**config.mk**
```make
export PLATFORM = sky130hd
export DESIGN_NAME = csai_sequencer
export DESIGN_NICKNAME = d
export VERILOG_FILES = /design/src/rtl/csai_sequencer.sv
export SDC_FILE = /design/constraint.sdc
export NUM_CORES = 1
export LEC_CHECK = 0
export CORE_MARGIN = 2
export CORE_UTILIZATION = 44
export DETAILED_ROUTE_END_ITERATION = 7
export GPL_ROUTABILITY_DRIVEN = 0
export PLACE_DENSITY = 0.83
export SLEW_MARGIN = 0
export SYNTH_ARGS = -nofsm -noshare
export SYNTH_HDL_FRONTEND = slang
export SYNTH_SLANG_ARGS = --single-unit
export TNS_END_PERCENT = 50
```
**constraint.sdc**
```tcl
create_clock -name CSAI_SEQ_CLOCK_50 -period 3.61 [get_ports CSAI_SEQ_CLOCK_50]
set_input_delay 0.722 -clock CSAI_SEQ_CLOCK_50 [delete_from_list [all_inputs] [get_ports CSAI_SEQ_CLOCK_50]]
set_output_delay 0.722 -clock CSAI_SEQ_CLOCK_50 [all_outputs]
set_load 0.02 [all_outputs]
```
**src/rtl/csai_sequencer.sv**
```systemverilog
// Control-store address sequencer: hold/inc/jump/branch plus call/return through a LIFO stack.
// Define CSAI_SEQ_STACK_EN to build the return stack; otherwise CALL acts as JMP and RET as INC.
module csai_sequencer #(
  parameter int            AW         = 11,
  parameter int            DEPTH      = 4,
  parameter logic [AW-1:0] RESET_ADDR = '0
) (
  input  logic                         CSAI_SEQ_CLOCK_50,
  input  logic                         CSAI_SEQ_RESET_InHigh,
  input  logic                         CSAI_SEQ_ACK,
  input  logic [2:0]                   CSAI_SEQ_OP_InBus,
  input  logic                         CSAI_SEQ_COND,
  input  logic [AW-1:0]                CSAI_SEQ_BranchAddress_InBus,
  input  logic                         CSAI_SEQ_ERRCLR,
  output logic [AW-1:0]                CSAI_SEQ_CSAI_OutBus,
  output logic [$clog2(DEPTH+1)-1:0]   CSAI_SEQ_DEPTH_OutBus,
  output logic                         CSAI_SEQ_HALT,
  output logic [1:0]                   CSAI_SEQ_ERR_OutBus
);

  localparam int DW = $clog2(DEPTH+1);

  localparam logic [2:0] OP_HOLD  = 3'b000;
  localparam logic [2:0] OP_JMP   = 3'b010;
  localparam logic [2:0] OP_JCOND = 3'b011;
  localparam logic [2:0] OP_CALL  = 3'b100;
  localparam logic [2:0] OP_RET   = 3'b101;

  typedef enum logic {S_RUN, S_HALT} state_t;

  state_t          state_reg, state_next;
  logic [AW-1:0]   addr_reg, addr_next;
  logic [1:0]      err_reg, err_next;
  logic [AW-1:0]   addr_inc;

  assign addr_inc = addr_reg + AW'(1);

`ifdef CSAI_SEQ_STACK_EN
  logic [DW-1:0]   depth_reg, depth_next;
  logic            push;
  logic [AW-1:0]   top_addr;
  logic [AW-1:0]   stack_mem [DEPTH];

  // Top of stack is the entry just below the depth pointer.
  always_comb begin
    top_addr = '0;
    for (int i = 0; i < DEPTH; i++) begin
      if (depth_reg == DW'(i + 1)) top_addr = stack_mem[i];
    end
  end

  always_ff @(posedge CSAI_SEQ_CLOCK_50) begin
    if (push) begin
      for (int i = 0; i < DEPTH; i++) begin
        if (depth_reg == DW'(i)) stack_mem[i] <= addr_inc;
      end
    end
  end

  assign CSAI_SEQ_DEPTH_OutBus = depth_reg;
`else
  assign CSAI_SEQ_DEPTH_OutBus = '0;
`endif

  always_comb begin
    state_next = state_reg;
    addr_next  = addr_reg;
    err_next   = err_reg;
`ifdef CSAI_SEQ_STACK_EN
    depth_next = depth_reg;
    push       = 1'b0;
`endif
    case (state_reg)
      S_RUN: begin
        if (CSAI_SEQ_ACK) begin
          case (CSAI_SEQ_OP_InBus)
            OP_HOLD:  addr_next = addr_reg;
            OP_JMP:   addr_next = CSAI_SEQ_BranchAddress_InBus;
            OP_JCOND: addr_next = CSAI_SEQ_COND ? CSAI_SEQ_BranchAddress_InBus : addr_inc;
`ifdef CSAI_SEQ_STACK_EN
            OP_CALL: begin
              if (depth_reg < DW'(DEPTH)) begin
                push       = 1'b1;
                addr_next  = CSAI_SEQ_BranchAddress_InBus;
                depth_next = depth_reg + DW'(1);
              end else begin
                err_next[1] = 1'b1;
                state_next  = S_HALT;
              end
            end
            OP_RET: begin
              if (depth_reg != '0) begin
                addr_next  = top_addr;
                depth_next = depth_reg - DW'(1);
              end else begin
                err_next[0] = 1'b1;
                state_next  = S_HALT;
              end
            end
`else
            OP_CALL:  addr_next = CSAI_SEQ_BranchAddress_InBus;
            OP_RET:   addr_next = addr_inc;
`endif
            default:  addr_next = addr_inc;
          endcase
        end
      end
      S_HALT: begin
        // Frozen until software acknowledges the stack fault.
        if (CSAI_SEQ_ERRCLR) begin
          err_next   = 2'b00;
          state_next = S_RUN;
        end
      end
    endcase
  end

  always_ff @(posedge CSAI_SEQ_CLOCK_50) begin
    if (CSAI_SEQ_RESET_InHigh) begin
      state_reg <= S_RUN;
      addr_reg  <= RESET_ADDR;
      err_reg   <= 2'b00;
`ifdef CSAI_SEQ_STACK_EN
      depth_reg <= '0;
`endif
    end else begin
      state_reg <= state_next;
      addr_reg  <= addr_next;
      err_reg   <= err_next;
`ifdef CSAI_SEQ_STACK_EN
      depth_reg <= depth_next;
`endif
    end
  end

  assign CSAI_SEQ_CSAI_OutBus = addr_reg;
  assign CSAI_SEQ_HALT        = (state_reg == S_HALT);
  assign CSAI_SEQ_ERR_OutBus  = err_reg;

endmodule

```
[Word level (Yosys, flattened, before mapping)]
Index checks and enable logic that the tools add are counted.
Word-level totals
  output and inout bits: 17
  bits of input ports: 19
  logic and storage cells: 15
  register bits after elaboration: 12
Operators by class
  reduce and logical (&&, ||, !) cells: 4
  add/sub/neg operators: 1
  bitwise gates (word level): 2
  mux-type cells: 3
  equal/unequal tests: 3
Operators with widths (number)
  $pmux 11 s3: 1
  $add 11x1->11 const B: 1
  $mux 11: 1
  $eq 3x2->1 const B: 2
  $reduce_or 2->1: 2
  $eq 3x3->1 const B: 1
  $logic_not 3->1: 1
  $reduce_and 3->1: 1
  $not 1->1: 2
  $mux 1: 1

[Longest topological paths before layout]
Gate-level depths: netlist of the first run.
  depth after elaboration: 3
  mapped depth: 6
  gate-level depth less buffers: 6

[Worst setup path after synthesis of the first run]
No wires, ideal clock.
  path type: input -> register
  from: input port CSAI_SEQ_COND
  to: register addr_reg[10] (netlist: CSAI_SEQ_CSAI_OutBus[10])
  stages on the path: 5
  path slack: 1.823 ns
  path buffers: 0
  data required time: 3.488 ns
  setup time: 0.122 ns
  data arrival time: 1.665 ns
  cell sequence: nand2b_1 -> a22o_4 -> or4_4 -> o21ai_2 -> a221oi_2
Between the ends
  word-level cells in the longest chain between the ends: 2
RTL lines
  start, declared: line 12  | input logic CSAI_SEQ_COND,
  $mux 11: line 79  | OP_JCOND: addr_next = CSAI_SEQ_COND ? CSAI_SEQ_BranchAddress_InBus : addr_inc;
  $pmux 11 s3: line 76  | case (CSAI_SEQ_OP_InBus)
  end signal, assigned: line 128  | addr_reg <= addr_next;
  end, declared: line 32  | logic [AW-1:0] addr_reg, addr_next;
Every way passes these cells.
A chain may end at the register's enable or synchronous reset.

[Final worst setup path of the first run]
  from: input port CSAI_SEQ_OP_InBus[2]
  to: register addr_reg[9] (netlist: CSAI_SEQ_CSAI_OutBus[9])
Between the ends
  word-level cells in the longest chain between the ends: 3
  elaborated cells between the ends (all ways): 8
  those cells by class: eq/ne (3); mux (1); bitwise (1); reduce/logical (3)
RTL lines
  start, declared: line 11  | input logic [2:0] CSAI_SEQ_OP_InBus,
  $eq 3x3->1 (tied with other cells): line 76
  $reduce_or 2->1 (no source line) or $not 1->1 (tied branches)
  $pmux 11 s3 or $reduce_and 3->1 (tied branches)
Several ways; a longest one is shown, not always the timed one.

==> results of run 1 <==
logic make-up (layout without fill, tap and decap cells):
logic type      count (synthesis)  after routing  synth area share [%]
simple gates                   45             45                  29.1
compound gates                 34             34                  30.4
fa+ha+maj                       1              1                  1.52
other cells                     1              5                 0.456
flops                          12             12                  29.2
buf+inv                        11             36                  9.28
path summary, 6_finish.rpt:
| kind | startpoint | end | slack, ps | depth (start not counted) |
|---|---|---|---|---|
| worst max-delay path | CSAI_SEQ_OP_InBus[2] | CSAI_SEQ_CSAI_OutBus[9] | 1350 | 6 |
| worst min-delay path | CSAI_SEQ_CSAI_OutBus[10] | CSAI_SEQ_CSAI_OutBus[10] | 520 | 2 |
| worst max register to register | CSAI_SEQ_CSAI_OutBus[0] | CSAI_SEQ_CSAI_OutBus[10] | 1980 | 5 |
| worst min register to register | CSAI_SEQ_CSAI_OutBus[10] | CSAI_SEQ_CSAI_OutBus[10] | 520 | 2 |
critical path: stages:
cell,delay (ps)
clkdlybuf4s50_1,640
nor2b_2,100
a22oi_2,490
o21ai_0,200
a21oi_1,180
a211oi_1,70
registers in the layout (all words and copies together) (netlist names):
register / flops
CSAI_SEQ_CSAI_OutBus: 11
CSAI_SEQ_HALT: 1
routing by layer:
layer / vias to the layer above / GRT usage, % / wire (µm)
met4: 0 / 2.22 / 33
li1: 434 / - / -
met5: - / 0 / 0
met1: 407 / 23.9 / 888
met3: 10 / 5.77 / 164
met2: 42 / 35.7 / 944
area by class of cell:
cell class | instances | share of cell area, %
multi-input cells | 85 | 45.8
flip-flops and latches | 12 | 21.1
inverters | 2 | 0.661
repair buffers | 30 | 26.4
well taps | 25 | 2.75
clock buffers | 4 | 3.19
cells in the final DEF (no fill, tap or decap), types with 2 or more instances in the layout:
cell	instances
nand2b_1	4
nand2_1	10
clkbuf_4	3
o21ai_1	7
dfxtp_1	12
nand4_1	2
a21oi_1	12
conb_1	5
nand3_1	6
clkdlybuf4s50_1	30
nor3_1	7
and2_0	3
inv_1	2
o21ai_0	2
a211oi_1	3
nor2_1	5
per-stage QoR:
| stage | cells | util [%] | hold WS, ps | setup WS [ps] | total power [W] |
|---|---|---|---|---|---|
| floorplan | 108 | - | 553 | 1820 | 0.000207 |
| detailed placement | 154 | 63.0 | 496 | 1060 | 0.000245 |
| global route | 158 | 65.1 | 534 | 1230 | 0.000368 |
| finish | 158 | 65.1 | 516 | 1350 | 0.000350 |
| CTS | 158 | 65.1 | 509 | 1370 | 0.000353 |
| global placement | 154 | 63.0 | 476 | 1170 | 0.000242 |
power groups by stage:
stage / Clock [W] / Combinational, W / Sequential, W
final: 0.000109 / 0.0000929 / 0.000149
after CTS: 0.000111 / 0.0000933 / 0.000149
after global routing: 0.000117 / 0.000101 / 0.000150
after global placement: 0 / 0.0000909 / 0.000151
after floorplan: 0 / 0.0000485 / 0.000159
after detailed placement: 0 / 0.0000929 / 0.000152
==> impl_metrics.toml, run 1 <==
[layout]
area_growth_pct = 38.2
nets = 154
fin_area_mm2 = 0.00114
regArea_um2 = 240
antennaDiodeCount = 0
fillCellCount = 169
drive_gt1_share_pct = 9.02
multi_input_area_um2 = 520

[synth]
ys_seq_area_share_pct = 29.2
synth_ff_type = "dfxtp_1"
syn_area_per_cell_um2 = 7.90
syn_inst = 104
netlist_top_cells_count = "a21oi_1, dfxtp_1, nand2_1, nor3_1, o21ai_1"
ys_types = 37
synth_warnings = 0
synth.area.top_cells = "dfxtp_1, a21oi_1, buf_4, nand2_1, nor3_1"
ys_seq_elements = 12
synth_edf_count = 0
synth_top_area_share_pct = 29.2
yosysTopAreaCell = "dfxtp_1"
async_flop_share_pct = 0
syn_area_um2 = 822

[worst_setup_path]
arrival_ps = 2410
critPathKind = "primary input to flip-flop"
critPathLaunchType = "primary input"
critical_path_required_ps = 3760
endpoint_kind = "flip-flop"
cp_max_fo = 13

[run_status]
outcome = "complete, no violations"

[clock_tree]
cts_hold_buf = 0
cts_buffers = 3
ctsResizeCount = 0
clk_latency_ps = 280
cts_sinks = 12
cts_tree = "built"
clkTransAtPathRegs_ps = 80
clockBufferDepth = 2
cts_setup_buffers = 0
htree_levels = 1
cts_root_buf = "clkbuf_4"

[power_and_ir_drop]
power_frac_seq_pct = 42.5
clkPwrFrac_pct = 31.0
powerDensity_mw_per_mm2 = 308
switching_share_pct = 29.7
p_int_w = 0.000246
vdd_drop_max_v = 0.000267
combPwrFrac_pct = 26.5
p_sw_w = 0.000104
p_leak_nw = 0.374

[global_routing]
globalRouteOverflowTotal = 0
grt_max_degree = 19
grt_pass1_vias = 738
grt_pass1_wl_um = 3160
antenna_found_initial = 0
grt_usage_pct = 19.8

[timing]
setup_violations = 0
max_freq_mhz = 442
finalSetupTns_ps = 0
fin_crit_sh_pct = 62.6
finalCriticalPeriod_ps = 2260
fin_skew_ps = 8.88
slew_violations = 0
slew_headroom_pct = 61.4
rsz0062_at_grt = "no"
hold_viol = 0
tightest_slew_ps = 580

[worst_hold_path]
min_path_type = "flip-flop to flip-flop"

[drt]
avgRoutedWirePerCell_um = 12.9
drcViolationCount = 0
drt-total-wl_um = 2030
vias_per_cell = 5.65
ant_nets = 0
via_count = 893
dr.pass1.iters = 4
initialDrtViolationCount = 25

[floorplanning]
die-height_um = 47.2
die_width_um = 47.2
initial_core_util_pct = 47.1
ios = 36
core_mm2 = 0.00175
row_count = 15
die_area_mm2 = 0.00223

[placed_design]
dp_hpwl_um = 1520
postPlaceCellArea_mm2 = 0.00110
io_buffers = 30

[flow_run]
drv_cap = 0
(Power assumes the default switching activity.)
==> run 2, diff against run 1 <==
--- a/config.mk
+++ b/config.mk
@@ -6,10 +6,10 @@
 export NUM_CORES = 1
 export LEC_CHECK = 0
 export CORE_MARGIN = 2
-export CORE_UTILIZATION = 44
+export CORE_UTILIZATION = 37
 export DETAILED_ROUTE_END_ITERATION = 7
 export GPL_ROUTABILITY_DRIVEN = 0
-export PLACE_DENSITY = 0.83
+export PLACE_DENSITY = 0.75
 export SLEW_MARGIN = 0
 export SYNTH_ARGS = -nofsm -noshare
 export SYNTH_HDL_FRONTEND = slang
==> constraint.sdc (replaced) <==
create_clock -name CSAI_SEQ_CLOCK_50 -period 2 [get_ports CSAI_SEQ_CLOCK_50]
set_input_delay 0.4 -clock CSAI_SEQ_CLOCK_50 [delete_from_list [all_inputs] [get_ports CSAI_SEQ_CLOCK_50]]
set_output_delay 0.4 -clock CSAI_SEQ_CLOCK_50 [all_outputs]
set_load 0.02 [all_outputs]
==> impl_metrics.toml, run 2 (synthesis gave the netlist of run 1 again) <==
[drt]
dr.pass1.iters = 4
vias_per_cell = 5.45
ant_nets = 0
drt-total-wl_um = 2200
avgRoutedWirePerCell_um = 13.1
via_count = 915
initialDrtViolationCount = 17
drcViolationCount = 0

[layout]
drive_gt1_share_pct = 13.6
antennaDiodeCount = 0
final_common_cell = "clkdlybuf4s50_1"
nets = 161
layout_common_cells = "clkdlybuf4s50_1, dfxtp_1, a21oi_1"
largest_register_ffs = 11
area_growth_pct = 46.6

[worst_setup_path]
critPathTopFamily = "buffers and inverters"
arrival_ps = 1410
critPathKind = "flip-flop to output pin"
cp.depth = 1
r2r.worst_path.cells = 5
critPathLaunchType = "flip-flop"
cp_max_fo = 8
critical_path_required_ps = 1600
endpoint_kind = "output pin"
path_cells = "clkdlybuf4s50_1"
cpMaxStageDelayCell = "clkdlybuf4s50_1"
critical_path_buf_inv_count = 1
critPathMaxStageDelay_ps = 660

[clock_tree]
clockBufferDepth = 2
cts_buffers = 3
cts_tree = "built"
cts_root_buf = "clkbuf_4"
clkTransAtPathRegs_ps = 80
cts_sinks = 12
htree_levels = 1
ctsResizeCount = 0
cts_setup_buffers = 0
cts_hold_buf = 0
clk_latency_ps = 280

[flow_run]
drv_cap = 0

[worst_hold_path]
hold_depth = 2
min_path_type = "flip-flop to flip-flop"

[global_routing]
grt_pass1_wl_um = 3630
globalRouteOverflowTotal = 0
antenna_found_initial = 0
grt_pass1_vias = 842
grt_max_degree = 14
grt_usage_pct = 18.5

[placed_design]
place_ws_ps = -16.3
io_buffers = 30
dp_hpwl_um = 1670

[floorplanning]
ios = 36
core_mm2 = 0.00215
die_width_um = 51.1
row_count = 17
initial_core_util_pct = 38.3
die_area_mm2 = 0.00261
die-height_um = 51.1

[timing]
setup_violations = 0
slew_headroom_pct = 66.0
rsz0062_at_grt = "no"
tightest_slew_ps = 508
setup_ws_ps = 192
fin_crit_sh_pct = 90.4
fin_hold_ws_ps = 505
slew_violations = 0
fin_skew_ps = 5.60
finalCriticalPeriod_ps = 1810
max_freq_mhz = 553
hold_viol = 0

[power_and_ir_drop]
vdd_drop_max_v = 0.000278
powerDensity_mw_per_mm2 = 543
p_leak_nw = 0.412

[run_status]
outcome = "complete, no violations"
-- run 2: cell count changes in the layout (fill, tap and decap cells not counted), sizes merged --
cell  delta
buf      +7
-- run 2: layout make-up --
| class | instances | area (µm²) |
|---|---|---|
| Fill cell | 212 | 943 |
| Multi-Input combinational cell | 85 | 520 |
| Timing Repair Buffer | 37 | 365 |
| Sequential cell | 12 | 240 |
| Clock buffer | 4 | 36.3 |
| Tap cell | 28 | 35.0 |
| Inverter | 2 | 7.51 |
-- run 2: path summary, 6_finish.rpt --
check	from	to	slack (ps)
max reg2reg	CSAI_SEQ_CSAI_OutBus[5]	CSAI_SEQ_CSAI_OutBus[10]	380
min reg2reg	CSAI_SEQ_CSAI_OutBus[10]	CSAI_SEQ_CSAI_OutBus[10]	500
min	CSAI_SEQ_CSAI_OutBus[10]	CSAI_SEQ_CSAI_OutBus[10]	500
max	CSAI_SEQ_CSAI_OutBus[2]	CSAI_SEQ_CSAI_OutBus[2]	190
-- run 2: tightest hold or removal path: cells and delay by family, from the launching register on --
family                 cells  cell delay (ps)
buffers and inverters      1               80
flip-flops                 1              320
AO/OA/AOI/OAI              1               60
-- run 2: metal layers --
layer  wire [µm]  GRT usage (%)  vias up
met2        1090           32.9       33
met1         932           21.9      427
met5           0              0        -
met3         131           2.34        5
met4          51           8.11        0
li1            -              -      450
-- run 2: per-stage QoR --
| step | cell area, µm² | utilization (%) | power (W) | setup TNS, ps | cells |
|---|---|---|---|---|---|
| finish | 1200 | 56.1 | 0.000654 | 0 | 168 |
| global route | 1200 | 56.1 | 0.000687 | 0 | 168 |
| CTS | 1200 | 56.1 | 0.000659 | 0 | 168 |
| detailed placement | 1170 | 54.4 | 0.000460 | -22.9 | 164 |
| global placement | 1170 | 54.4 | 0.000456 | 0 | 164 |
| floorplan | 837 | - | 0.000374 | 0 | 108 |
-- run 2: where the power goes --
| group | switching (W) | internal, W | leakage [nW] |
|---|---|---|---|
| Combinational | 0.0000898 | 0.0000968 | 0.293 |
| Clock | 0.0000884 | 0.000111 | 0.0210 |
| Sequential | 0.0000163 | 0.000252 | 0.0980 |
